`src/rtl/instr_fetch_unit.sv`:
```
// Instruction fetch front end: drives the word address, registers the returned
// MIPS word, decodes its fields and delivers it downstream with valid/ready.
module instr_fetch_unit (
  input  logic        clk,
  input  logic        rst_n,
  input  logic        en,
  output logic [7:0]  mem_addr,
  input  logic [31:0] mem_rd,
  input  logic        redirect,
  input  logic [7:0]  redirect_addr,
  input  logic        out_ready,
  output logic        out_valid,
  output logic [7:0]  pc_out,
  output logic [31:0] instr,
  output logic [5:0]  opcode,
  output logic [4:0]  rs,
  output logic [4:0]  rt,
  output logic [4:0]  rd,
  output logic [4:0]  shamt,
  output logic [5:0]  funct,
  output logic [31:0] imm32,
  output logic        is_rtype,
  output logic        is_addi,
  output logic        is_illegal,
  output logic        halted,
  output logic [15:0] instr_count
);

  typedef enum logic [1:0] {IDLE, RUN, HALT} state_t;

  state_t     state;
  logic [7:0] pc;
  logic       fetch;
  logic       accept;

  // A fetch needs a free (or draining) output slot; en=0 stops fetching at once.
  assign fetch  = (state == RUN) && en && (!out_valid || out_ready) && !redirect;
  assign accept = out_valid && out_ready && !redirect;

  always_ff @(posedge clk or negedge rst_n) begin
    if (!rst_n) begin
      state       <= IDLE;
      pc          <= 8'h00;
      out_valid   <= 1'b0;
      instr       <= 32'h0;
      pc_out      <= 8'h00;
      instr_count <= 16'h0;
    end else begin
      if (accept && (instr_count != 16'hFFFF))
        instr_count <= instr_count + 16'h1;

      if (redirect) begin
        pc        <= redirect_addr;
        out_valid <= 1'b0;
        state     <= RUN;
      end else begin
        case (state)
          IDLE:    if (en) state <= RUN;
          RUN:     if (!en) state <= IDLE;
          default: state <= HALT;
        endcase

        // An all-zero word halts the unit without being delivered.
        if (fetch) begin
          if (mem_rd == 32'h0) begin
            state     <= HALT;
            out_valid <= 1'b0;
          end else begin
            instr     <= mem_rd;
            pc_out    <= pc;
            out_valid <= 1'b1;
            pc        <= pc + 8'h01;
          end
        end else if (out_valid && out_ready) begin
          out_valid <= 1'b0;
        end
      end
    end
  end

  assign mem_addr   = pc;
  assign halted     = (state == HALT);
  assign opcode     = instr[31:26];
  assign rs         = instr[25:21];
  assign rt         = instr[20:16];
  assign rd         = instr[15:11];
  assign shamt      = instr[10:6];
  assign funct      = instr[5:0];
  assign imm32      = {{16{instr[15]}}, instr[15:0]};
  assign is_rtype   = (opcode == 6'b000000);
  assign is_addi    = (opcode == 6'b001000);
  assign is_illegal = out_valid && !is_rtype && !is_addi;

endmodule
```
`config.mk`:
```
export PLATFORM = sky130hd
export DESIGN_NAME = instr_fetch_unit
export DESIGN_NICKNAME = d
export VERILOG_FILES = /design/src/rtl/instr_fetch_unit.sv
export SDC_FILE = /design/constraint.sdc
export NUM_CORES = 1
export LEC_CHECK = 0
export CAP_MARGIN = 5
export CORE_MARGIN = 1
export CORE_UTILIZATION = 44
export CTS_BUF_LIST = sky130_fd_sc_hd__clkbuf_16
export DETAILED_ROUTE_END_ITERATION = 10
export PLACE_DENSITY = 0.94
export RECOVER_POWER = 50
export SETUP_SLACK_MARGIN = 0.5
export SLEW_MARGIN = 40
export SYNTH_ARGS = -nofsm -noshare
export SYNTH_HDL_FRONTEND = slang
export SYNTH_SLANG_ARGS = --single-unit
```
`constraint.sdc`:
```
create_clock -name clk -period 4.5 [get_ports clk]
set_input_delay 0.9 -clock clk [delete_from_list [all_inputs] [get_ports clk]]
set_output_delay 0.9 -clock clk [all_outputs]
set_load 0.05 [all_outputs]
```
After elaboration in Yosys (flattened, before gate mapping)
Cells that the tools add are included.
{ "totals": {"output_inout_bits": 133, "reg_bits": 67, "word_cells": 48, "input_bits": 45} }
{ "op_classes": {"n_eq_ne": 5, "bitwise_logic": 2, "add_sub_neg": 2, "n_mux": 13, "reduce_logical": 20} }
{ "ops": {"columns": ["cell", "count"], "rows": [
  ["$logic_not 32->1", 1],
  ["$mux 8", 3],
  ["$add 16x1->16 const B", 1],
  ["$ne 16x16->1 const B", 1],
  ["$mux 2", 5],
  ["$add 8x1->8 const B", 1],
  ["$logic_and 1x1->1", 8],
  ["$eq 6x4->1 const B", 1],
  ["$logic_not 6->1", 1],
  ["$logic_not 1->1", 4],
  ["$mux 1", 4],
  ["$pmux 2 s2", 1],
  ["$reduce_and 3->1", 1],
  ["$reduce_bool 3->1", 1],
  ["$eq 2x1->1 const B", 1],
  ["$eq 2x2->1 const B", 1],
  ["$logic_not 2->1", 1],
  ["$ne 2x2->1 const B", 1],
  ["$not 1->1", 2],
  ["$reduce_and 2->1", 1],
  ["$reduce_bool 2->1", 1],
  ["$logic_or 1x1->1", 1]
]} }

Longest topological paths before layout
Gate-level depths: netlist of the first run.
{ "logic_depth": {"word_depth": 6, "depth_mapped": 6, "mapped_depth_nobuf": 5} }

Worst setup path before layout of the first run
OpenSTA, ideal clock, no wires.
{ "synth_timing": {"kind": "register -> output", "from": "register instr[26]", "to": "output is_rtype", "path_slack_ps": 1381, "arrival_time_ps": 2219, "required_time_ps": 3600, "path_stages_with_launch": 3, "path_cell_list": "dfrtp_1 -> or4_1 -> nor3_1"} }
{ "synth_via": {"elab_chain_len": 1} }
{ "synth_lines": {"columns": ["item", "line", "rtl"], "rows": [
  ["start: declaration", "14", "output logic [31:0] instr,"],
  ["start signal: assignment", "69", "instr <= mem_rd;"],
  ["$logic_not 6->1", "90", "assign is_rtype = (opcode == 6'b000000);"],
  ["end: declaration", "22", "output logic is_rtype,"]
]} }
Every way passes these cells.

Worst setup path after layout of the first run
{ "layout_timing": {"from": "register instr[28]", "to": "output is_addi"} }
{ "layout_via": {"elab_chain_len": 1} }
{ "layout_lines": {"columns": ["item", "line", "rtl"], "rows": [
  ["$eq 6x4->1", "91", "assign is_addi = (opcode == 6'b001000);"],
  ["end: declaration", "23", "output logic is_addi,"]
]} }
Every way passes these cells.

==> impl_metrics.py, run 1 <==
metrics = {
    "outcome": {
        "outcome": "finished, final reports clean",
    },
    "timing": {
        "finalHoldViolations": 0,
        "tightest_slew_ns": 1.27,
        "skew_ns": 0.0112,
        "fin_crit_ns": 3.37,
        "rsz0062_at_grt": "no",
        "fin_crit_sh": 0.748,
        "report.final.slew_viol_count": 0,
        "fin_setup_tns_ns": 0,
        "setup-violations-final": 0,
        "timing.fmax_mhz": 297,
        "relSlewSlack": 0.151,
    },
    "cts": {
        "cts_repair_resize_count": 0,
        "htreeDepth": 3,
        "cts_root_buf": "clkbuf_16",
        "clkTransAtPathRegs_ns": 0.05,
        "cts_tree": "built",
        "clk-insertion-delay-late_ns": 0.32,
        "ctsHoldBuffers": 0,
        "cts_buffer_depth": 2,
        "cts_buffers": 9,
        "cts.sinks": 67,
        "post_cts_buffers": 0,
    },
    "cells_and_area": {
        "stdcell_count": 526,
        "syn_to_final_growth_pct": 46.0,
        "most-common-layout-cells": "clkdlybuf4s50_1, dfrtp_1, dlygate4sd3_1",
        "antenna_cells": 0,
        "mostFrequentLayoutCell": "clkdlybuf4s50_1",
        "drive_gt1_frac": 0.132,
        "fin_util": 0.673,
        "final_nets": 468,
    },
    "floorplanning": {
        "rows": 32,
        "fp.dieW_um": 92.5,
        "coreArea_mm2": 0.00781,
        "ios": 178,
        "dieArea_mm2": 0.00855,
        "initial_utilization": 0.461,
        "die_h_um": 92.5,
    },
    "run": {
        "maxCapViolations": 0,
    },
    "setup_path": {
        "cp_max_fo": 4,
        "critPathKind": "reg -> out",
        "cp_data_arrival_time_ns": 2.47,
        "cp-start-kind": "flop",
        "required_ns": 3.60,
        "endpoint_kind": "output pin",
    },
    "global_routing": {
        "grt_pass1_vias": 2725,
        "grt_max_degree": 41,
        "grt.total_usage": 0.218,
        "grt_first_pass_wirelength_um": 14300,
        "grt.overflow.total": 0,
        "antenna_found_initial": 0,
    },
    "route": {
        "drtAntennaViolNets": 0,
        "drc_errors": 0,
        "dr.pass1.iters": 4,
        "num_vias": 2739,
        "first_iter_violations": 46,
        "viasPerCell": 5.21,
        "wire_per_inst_um": 17.7,
        "wl_um": 9340,
    },
    "power": {
        "swShare": 0.449,
        "p_int_mw": 1.60,
        "p_sw_mw": 1.30,
        "sequentialPowerShare": 0.281,
        "clock_power_share": 0.224,
        "power_density_mw_per_mm2": 551,
        "p_comb_frac": 0.495,
        "p_leak_nw": 2.22,
        "peakVddDrop_uv": 309,
    },
    "yosys": {
        "synth.cell_area_mm2": 0.00360,
        "synth_cell_types": 41,
        "syn_avg_cell_area_um2": 11.9,
        "synth_cells": 303,
        "synth_seq_area_share": 0.466,
        "synth_warnings": 0,
        "synth_seq_cells": 67,
        "async_reset_ff_frac": 1.00,
        "syn_nets": 350,
        "synthFlopType": "dfrtp_1",
        "synth-edff-count": 0,
    },
    "worst_hold_path": {
        "hold_path.class": "reg -> reg",
    },
    "place": {
        "placedCellCount": 511,
        "portBuffers": 177,
        "gp_congestion": 0.825,
        "dp_hpwl_um": 7070,
    },
}
[routing by layer]
metal,up-vias,track usage,routed length [um]
li1,1236,-,-
met3,6,0.0493,590
met1,1391,0.250,3570
met4,0,0.0599,65
met2,106,0.405,5110
met5,-,0,0
[final cells by class]
cell class                      count  area, um^2
Fill cell                         588        2550
Inverter                            1        3.75
Timing Repair Buffer              180        1790
Sequential cell                    67        1680
Clock inverter                      5        46.3
Clock buffer                        9         225
Tap cell                          102         128
Multi-Input combinational cell    162        1380
[power by group through the flow]
stage / logic (mW) / registers (mW) / clock network [mW]
floorplan: 0.776 / 1.15 / 0
global route: 1.48 / 0.829 / 0.690
finish: 1.43 / 0.814 / 0.649
detailed placement: 1.48 / 0.828 / 0
CTS: 1.48 / 0.821 / 0.659
global placement: 1.46 / 0.823 / 0
[flip-flops by register name, indices dropped and copies added, names as in the netlist]
signal and cells:
out_valid 1, instr 32, pc_out 8, instr_count 16, mem_addr 8, state 2
[stage by stage]
stage | power, mW | setup WS (ns) | cell area, um^2 | hold slack (ns)
floorplan | 1.93 | 1.38 | 3600 | 0.495
global placement | 2.28 | 1.13 | 4980 | 0.480
detailed placement | 2.31 | 1.15 | 4980 | 0.493
CTS | 2.96 | 1.09 | 5250 | 0.500
global route | 3.00 | 1.02 | 5250 | 0.518
finish | 2.90 | 1.13 | 5250 | 0.497
[synth_stat cells (all sizes together) (3+ instances only)]
library cell | number | share of area
a31oi | 6 | 0.010
xnor2 | 10 | 0.024
nand3 | 8 | 0.011
clkbuf | 4 | 0.0042
buf | 69 | 0.15
nor2 | 11 | 0.011
nor3 | 4 | 0.0070
nand4 | 4 | 0.0070
o21ai | 4 | 0.0056
a21oi | 4 | 0.0056
nand2 | 19 | 0.020
mux2 | 41 | 0.17
nor2b | 4 | 0.0070
or3 | 4 | 0.0070
dfrtp | 67 | 0.47
nor4 | 11 | 0.023
or4 | 4 | 0.0083
and3 | 3 | 0.0052
xor2 | 4 | 0.0097
[kinds of logic (layout without fill, tap and decap cells)]
family          Yosys count  after routing  share of synthesized area
simple gates             82             82                      0.129
buf+inv                  74            195                      0.153
flops                    67             67                      0.466
mux                      41             41                      0.170
compound gates           23             23                     0.0421
xor+xnor                 14             14                     0.0341
fa+ha+maj                 2              2                    0.00695
[worst max-delay path, cell delays in order, from the launching register on]
cell and delay (ns):
dfrtp_1 0.41, or4_1 0.53, nor2_1 0.23, and2_1 0.17
clkdlybuf4s50_1 0.81
[final timing paths]
| check | startpoint | end | slack (ns) | cells after the start |
|---|---|---|---|---|
| min | instr_count[14]$_DFFE_PN0P_ | instr_count[14]$_DFFE_PN0P_ | 0.50 | 1 |
| max reg2reg | instr_count[7]$_DFFE_PN0P_ | instr_count[1]$_DFFE_PN0P_ | 2.37 | 5 |
| max | instr[28]$_DFFE_PN0P_ | is_addi | 1.13 | 4 |
| max in group asynchronous | rst_n | instr[15]$_DFFE_PN0P_ | 1.65 | 3 |
| min reg2reg | instr_count[14]$_DFFE_PN0P_ | instr_count[14]$_DFFE_PN0P_ | 0.50 | 1 |
| min in group asynchronous | rst_n | out_valid$_DFFE_PN0P_ | 0.51 | 1 |
(Power assumes the default switching activity.)
==> run 2: changes to the inputs <==
--- a/config.mk
+++ b/config.mk
@@ -7,10 +7,10 @@
 export LEC_CHECK = 0
 export CAP_MARGIN = 5
 export CORE_MARGIN = 1
-export CORE_UTILIZATION = 44
+export CORE_UTILIZATION = 41
 export CTS_BUF_LIST = sky130_fd_sc_hd__clkbuf_16
 export DETAILED_ROUTE_END_ITERATION = 10
-export PLACE_DENSITY = 0.94
+export PLACE_DENSITY = 0.88
 export RECOVER_POWER = 50
 export SETUP_SLACK_MARGIN = 0.5
 export SLEW_MARGIN = 40
==> constraint.sdc (replaced) <==
create_clock -name clk -period 3.1 [get_ports clk]
set_input_delay 0.62 -clock clk [delete_from_list [all_inputs] [get_ports clk]]
set_output_delay 0.62 -clock clk [all_outputs]
set_load 0.05 [all_outputs]
==> run 2 against run 1 <==
The run now ends with capacitance limit, slew limit left. Die area grew 7.2%. Total power grew 49%. Cell area grew 1.0%. Highest routed layer unchanged.
==> impl_metrics.py, run 2 (synthesis results as in run 1) <==
metrics = {
    "cells_and_area": {
        "antenna_cells": 0,
        "fin_util": 0.636,
        "mostFrequentLayoutCell": "clkdlybuf4s50_1",
        "most-common-layout-cells": "clkdlybuf4s50_1, dfrtp_1, dlygate4sd3_1",
        "top_register": "instr",
        "final_nets": 476,
        "drive_gt1_frac": 0.166,
        "filler_cell_count": 692,
        "largestRegisters": "instr: 32 flops, instr_count: 16 flops",
        "design_area_mm2": 0.00531,
        "syn_to_final_growth_pct": 47.4,
        "largest_reg_flops": 32,
    },
    "cts": {
        "cts_tree": "built",
        "clkTransAtPathRegs_ns": 0.06,
        "cts.sinks": 67,
        "clk-insertion-delay-late_ns": 0.32,
        "cts_buffers": 9,
        "cts_root_buf": "clkbuf_16",
        "htreeDepth": 3,
        "cts_buffer_depth": 2,
    },
    "timing": {
        "report.final.slew_viol_count": 34,
        "rsz0062_at_grt": "no",
        "timing.fmax_mhz": 396,
        "tightest_slew_ns": 1.89,
        "relSlewSlack": -0.259,
        "finalHoldViolations": 0,
        "fin_crit_sh": 0.814,
        "setup-violations-final": 0,
        "skew_ns": 0.00415,
        "fin_setup_tns_ns": 0,
        "fin_crit_ns": 2.52,
    },
    "place": {
        "gp_congestion": 0.832,
        "portBuffers": 177,
        "dp_hpwl_um": 7050,
        "dpl_cell_area_mm2": 0.00503,
    },
    "setup_path": {
        "critical_path.cell_chain": "clkdlybuf4s50_1",
        "r2r_start": "instr_count[8]$_DFFE_PN0P_",
        "cp_max_fo": 20,
        "cp.depth": 1,
        "critPathKind": "reg -> out",
        "cp_slowest_stage_delay_ns": 0.91,
        "crit_buf_inv": 1,
        "r2r_slack_ns": 1.03,
        "crit_slowest_cell": "clkdlybuf4s50_1",
        "rr_worst_depth": 5,
        "critPathTopFamily": "buffers and inverters",
        "endpoint_kind": "output pin",
        "required_ns": 2.48,
        "crit_start": "instr[15]$_DFFE_PN0P_",
        "cp_data_arrival_time_ns": 1.90,
        "endpoint": "imm32[28]",
        "cp-start-kind": "flop",
        "r2r_end": "instr_count[1]$_DFFE_PN0P_",
    },
    "floorplanning": {
        "ios": 178,
        "coreArea_mm2": 0.00834,
        "initial_utilization": 0.432,
        "rows": 33,
        "fp.dieW_um": 95.7,
        "die_h_um": 95.7,
        "dieArea_mm2": 0.00916,
    },
    "route": {
        "wire_per_inst_um": 16.9,
        "first_iter_violations": 53,
        "dr.pass1.iters": 4,
        "num_vias": 2722,
        "viasPerCell": 5.05,
        "drtAntennaViolNets": 0,
        "drc_errors": 0,
        "wl_um": 9130,
    },
    "global_routing": {
        "grt_max_degree": 35,
        "grt_pass1_vias": 2673,
        "grt.overflow.total": 0,
        "grt_first_pass_wirelength_um": 13900,
        "grt.total_usage": 0.202,
        "antenna_found_initial": 0,
    },
    "power": {
        "p_leak_nw": 2.24,
        "total_power_mw": 4.32,
        "power_density_mw_per_mm2": 813,
        "peakVddDrop_uv": 591,
    },
    "outcome": {
        "outcome": "complete, but fails checks",
        "violations": "capacitance limit, slew limit",
    },
    "run": {
        "maxCapViolations": 1,
    },
    "worst_hold_path": {
        "hold_path.class": "reg -> reg",
    },
}
==> run 2: cell count changes in the layout (fill, tap and decap cells not counted), moves of 2 or more <==
cell             previous run  this run
dlygate4sd3_1              61        43
clkinvlp_4                  0         2
clkdlybuf4s50_1           115       117
buf_4                       0         9
clkbuf_1                    2        14
==> run 2: through the flow <==
stage                     hold slack (ns)  cells  setup WS, ns
final                               0.494    539         0.577
after global routing                0.513    539         0.453
after CTS                           0.407    534         0.502
after detailed placement            0.490    518         0.199
after global placement              0.480    518         0.259
after floorplan                     0.324    303         0.677
==> run 2: worst min-delay path by stage <==
stage                                      startpoint                     endpoint  cells past startpoint
after detailed placement   instr_count[6]$_DFFE_PN0P_   instr_count[6]$_DFFE_PN0P_                      1
after global placement    instr_count[14]$_DFFE_PN0P_  instr_count[14]$_DFFE_PN0P_                      1
after global routing       instr_count[6]$_DFFE_PN0P_   instr_count[6]$_DFFE_PN0P_                      1
after CTS                                       rst_n   instr_count[1]$_DFFE_PN0P_                      1
final                      instr_count[6]$_DFFE_PN0P_   instr_count[6]$_DFFE_PN0P_                      1
after floorplan                                 rst_n         instr[0]$_DFFE_PN0P_                      0
==> run 2: area by class of cell <==
class / count / area [um^2] / area share
Timing Repair Buffer: 188 / 1790 / 0.337
Sequential cell: 67 / 1680 / 0.316
Multi-Input combinational cell: 162 / 1390 / 0.261
Clock buffer: 9 / 225 / 0.0424
Tap cell: 105 / 131 / 0.0248
Clock inverter: 7 / 91.3 / 0.0172
Inverter: 1 / 3.75 / 0.000707
==> run 2: power breakdown <==
part	internal, mW	switching, mW	total, mW
clock network	0.700	0.363	1.06
logic	0.679	1.39	2.07
registers	1.02	0.167	1.19
total	2.40	1.92	4.32
==> run 2: worst register-to-register path: cells and delay by family (launching register included) <==
kind	cells	cell delay [ns]
flops	1	0.40
simple gates	4	1.21
mux	1	0.34
==> run 2: timing repair <==
item,CTS,global route
hold endpoints to repair,0,0
gates resized for setup,5,15
buffers inserted,0,5
endpoints found under the setup margin,2,52
pin swaps,0,1
hold buffers,0,0
==> run 2: metal layers <==
layer | share of wire | vias up | track usage
met5 | 0 | - | 0
met4 | 0.018 | 0 | 0.0697
met3 | 0.069 | 15 | 0.0482
met2 | 0.51 | 114 | 0.349
met1 | 0.40 | 1338 | 0.245
li1 | - | 1255 | -
==> run 3: changes to the inputs <==
==> constraint.sdc (replaced) <==
create_clock -name clk -period 2.34 [get_ports clk]
set_input_delay 0.468 -clock clk [delete_from_list [all_inputs] [get_ports clk]]
set_output_delay 0.468 -clock clk [all_outputs]
set_load 0.05 [all_outputs]
==> run 3 against run 2 <==
The run now ends clean. Cell count increased by 4.8%. Register-to-register slack lost 0.76 ns. Clock power grew 22%. Utilization up 5.2 points. Clock skew increased by 0.00056 ns. Sequential power increased by 31%. Combinational power increased by 29%. Non-clock buffer count increased by 26.
==> impl_metrics.py, run 3 (synthesis results as in run 1) <==
metrics = {
    "outcome": {
        "outcome": "finished, final reports clean",
    },
    "setup_path": {
        "r2r_slack_ns": 0.27,
        "crit_start": "instr[31]$_DFFE_PN0P_",
        "endpoint_kind": "output pin",
        "cp-start-kind": "flop",
        "crit_buf_inv": 1,
        "required_ns": 1.87,
        "cp_data_arrival_time_ns": 1.73,
        "r2r_start": "instr_count[3]$_DFFE_PN0P_",
        "rr_worst_depth": 5,
        "cp_max_fo": 2,
        "endpoint": "is_addi",
        "cp_slowest_stage_delay_ns": 0.58,
        "r2r_end": "instr_count[1]$_DFFE_PN0P_",
        "cp.depth": 4,
        "critPathKind": "reg -> out",
        "crit_slowest_cell": "or4_4",
        "critical_path.cell_chain": "or4_4 -> nor2_4 -> and2_4 -> buf_12",
        "critPathTopFamily": "simple AND/OR/NAND/NOR gates",
    },
    "route": {
        "wire_per_inst_um": 17.6,
        "first_iter_violations": 74,
        "viasPerCell": 5.10,
        "num_vias": 2880,
        "wl_um": 9960,
        "drtAntennaViolNets": 0,
        "dr.pass1.iters": 4,
        "drc_errors": 0,
    },
    "floorplanning": {
        "rows": 33,
        "ios": 178,
        "coreArea_mm2": 0.00834,
        "fp.dieW_um": 95.7,
        "initial_utilization": 0.432,
        "dieArea_mm2": 0.00916,
        "die_h_um": 95.7,
    },
    "timing": {
        "setup-violations-final": 0,
        "finalHoldViolations": 0,
        "relSlewSlack": 0.159,
        "rsz0062_at_grt": "yes",
        "fin_crit_sh": 0.941,
        "skew_ns": 0.00470,
        "report.final.slew_viol_count": 0,
        "fin_ws_ns": 0.137,
        "tightest_slew_ns": 1.26,
        "fin_crit_ns": 2.20,
        "holdWs_ns": 0.385,
        "fin_setup_tns_ns": 0,
        "timing.fmax_mhz": 454,
    },
    "cells_and_area": {
        "antenna_cells": 0,
        "mostFrequentLayoutCell": "dlygate4sd2_1",
        "stdcell_count": 565,
        "largestRegisters": "instr: 32 flops, instr_count: 16 flops",
        "drive_gt1_frac": 0.372,
        "filler_cell_count": 618,
        "syn_to_final_growth_pct": 59.4,
        "largest_reg_flops": 32,
        "final_nets": 502,
        "design_area_mm2": 0.00574,
        "most-common-layout-cells": "dlygate4sd2_1, dfrtp_1, mux2_4",
        "top_register": "instr",
    },
    "place": {
        "placedCellCount": 534,
        "portBuffers": 177,
        "pre_cts_ws_ns": -0.240,
        "gp_congestion": 0.818,
        "dpl_cell_area_mm2": 0.00526,
        "dp_hpwl_um": 6830,
    },
    "global_routing": {
        "grt_max_degree": 25,
        "grt_first_pass_wirelength_um": 15300,
        "antenna_found_initial": 0,
        "grt_pass1_vias": 2968,
        "grt.total_usage": 0.224,
        "grt.overflow.total": 0,
    },
    "cts": {
        "clk-insertion-delay-late_ns": 0.32,
        "htreeDepth": 3,
        "cts_buffer_depth": 2,
        "cts.sinks": 67,
        "cts_root_buf": "clkbuf_16",
        "cts_buffers": 9,
        "clkTransAtPathRegs_ns": 0.06,
        "cts_tree": "built",
        "ctsHoldBuffers": 0,
    },
    "run": {
        "maxCapViolations": 0,
    },
    "worst_hold_path": {
        "hold_path.class": "in -> reg",
    },
    "power": {
        "power_density_mw_per_mm2": 961,
        "peakVddDrop_uv": 484,
        "p_leak_nw": 2.68,
    },
}
==> run 3: changes by cell type in the layout (fill, tap and decap cells not counted), sizes merged <==
cell / delta
clkdlybuf4s50: -109
clkinv: +2
buf: +35
clkinvlp: -1
bufinv: -1
clkbuf: -2
dlygate4sd3: -43
clkdlybuf4s15: +25
dlygate4sd2: +121
dlymetal6s2s: -1
==> run 3: worst min-delay path by stage <==
stage | startpoint | end | depth (start not counted) | slack (ns)
3_3_place_gp | rst_n | pc_out[2]$_DFFE_PN0P_ | 1 | 0.47
4_1_cts | rst_n | pc_out[5]$_DFFE_PN0P_ | 1 | 0.13
2_1_floorplan | rst_n | instr[0]$_DFFE_PN0P_ | 0 | 0.17
5_1_grt | mem_rd[31] | instr[31]$_DFFE_PN0P_ | 2 | 0.37
6_report | mem_rd[24] | instr[24]$_DFFE_PN0P_ | 2 | 0.38
3_5_place_dp | rst_n | pc_out[5]$_DFFE_PN0P_ | 1 | 0.47
==> run 3: final cells by class <==
| cell class | count | area [um^2] | share of cell area |
|---|---|---|---|
| Clock buffer | 9 | 225 | 0.0393 |
| Clock inverter | 7 | 60.1 | 0.0105 |
| Inverter | 1 | 3.75 | 0.000654 |
| Multi-Input combinational cell | 162 | 1600 | 0.278 |
| Sequential cell | 67 | 1700 | 0.296 |
| Tap cell | 105 | 131 | 0.0229 |
| Timing Repair Buffer | 214 | 2020 | 0.353 |
==> run 3: power by group <==
part           leakage, nW  switching [mW]  total (mW)  internal [mW]
combinational         1.75            1.88        2.66          0.782
clock                0.144           0.477        1.29          0.810
sequential           0.794           0.209        1.56           1.35
==> run 3: worst register-to-register path, cell delays in order, from the launching register on <==
cell	delay (ns)
dfrtp_1	0.44
nand2_1	0.12
nor4_1	0.63
nand4_1	0.26
nand2_1	0.18
mux2_1	0.32
==> run 3: what timing repair did <==
item | in CTS | in global routing
endpoints found under the setup margin | 185 | 63
resized for setup | 274 | 38
pin swaps | 16 | 17
gates cloned | 4 | 0
setup buffers | 10 | 1
==> run 3: per-stage QoR <==
stage | total power [mW] | util
floorplan | 3.73 | -
global placement | 4.43 | 0.631
detailed placement | 4.47 | 0.631
CTS | 5.54 | 0.685
global route | 5.73 | 0.688
finish | 5.51 | 0.688
==> run 3: per-layer routing <==
| metal | vias up | global-route usage | wire length [um] |
|---|---|---|---|
| met2 | 133 | 0.397 | 5150 |
| met3 | 10 | 0.0490 | 648 |
| met1 | 1423 | 0.268 | 4040 |
| met4 | 0 | 0.0796 | 125 |
| met5 | - | 0 | 0 |
| li1 | 1314 | - | - |
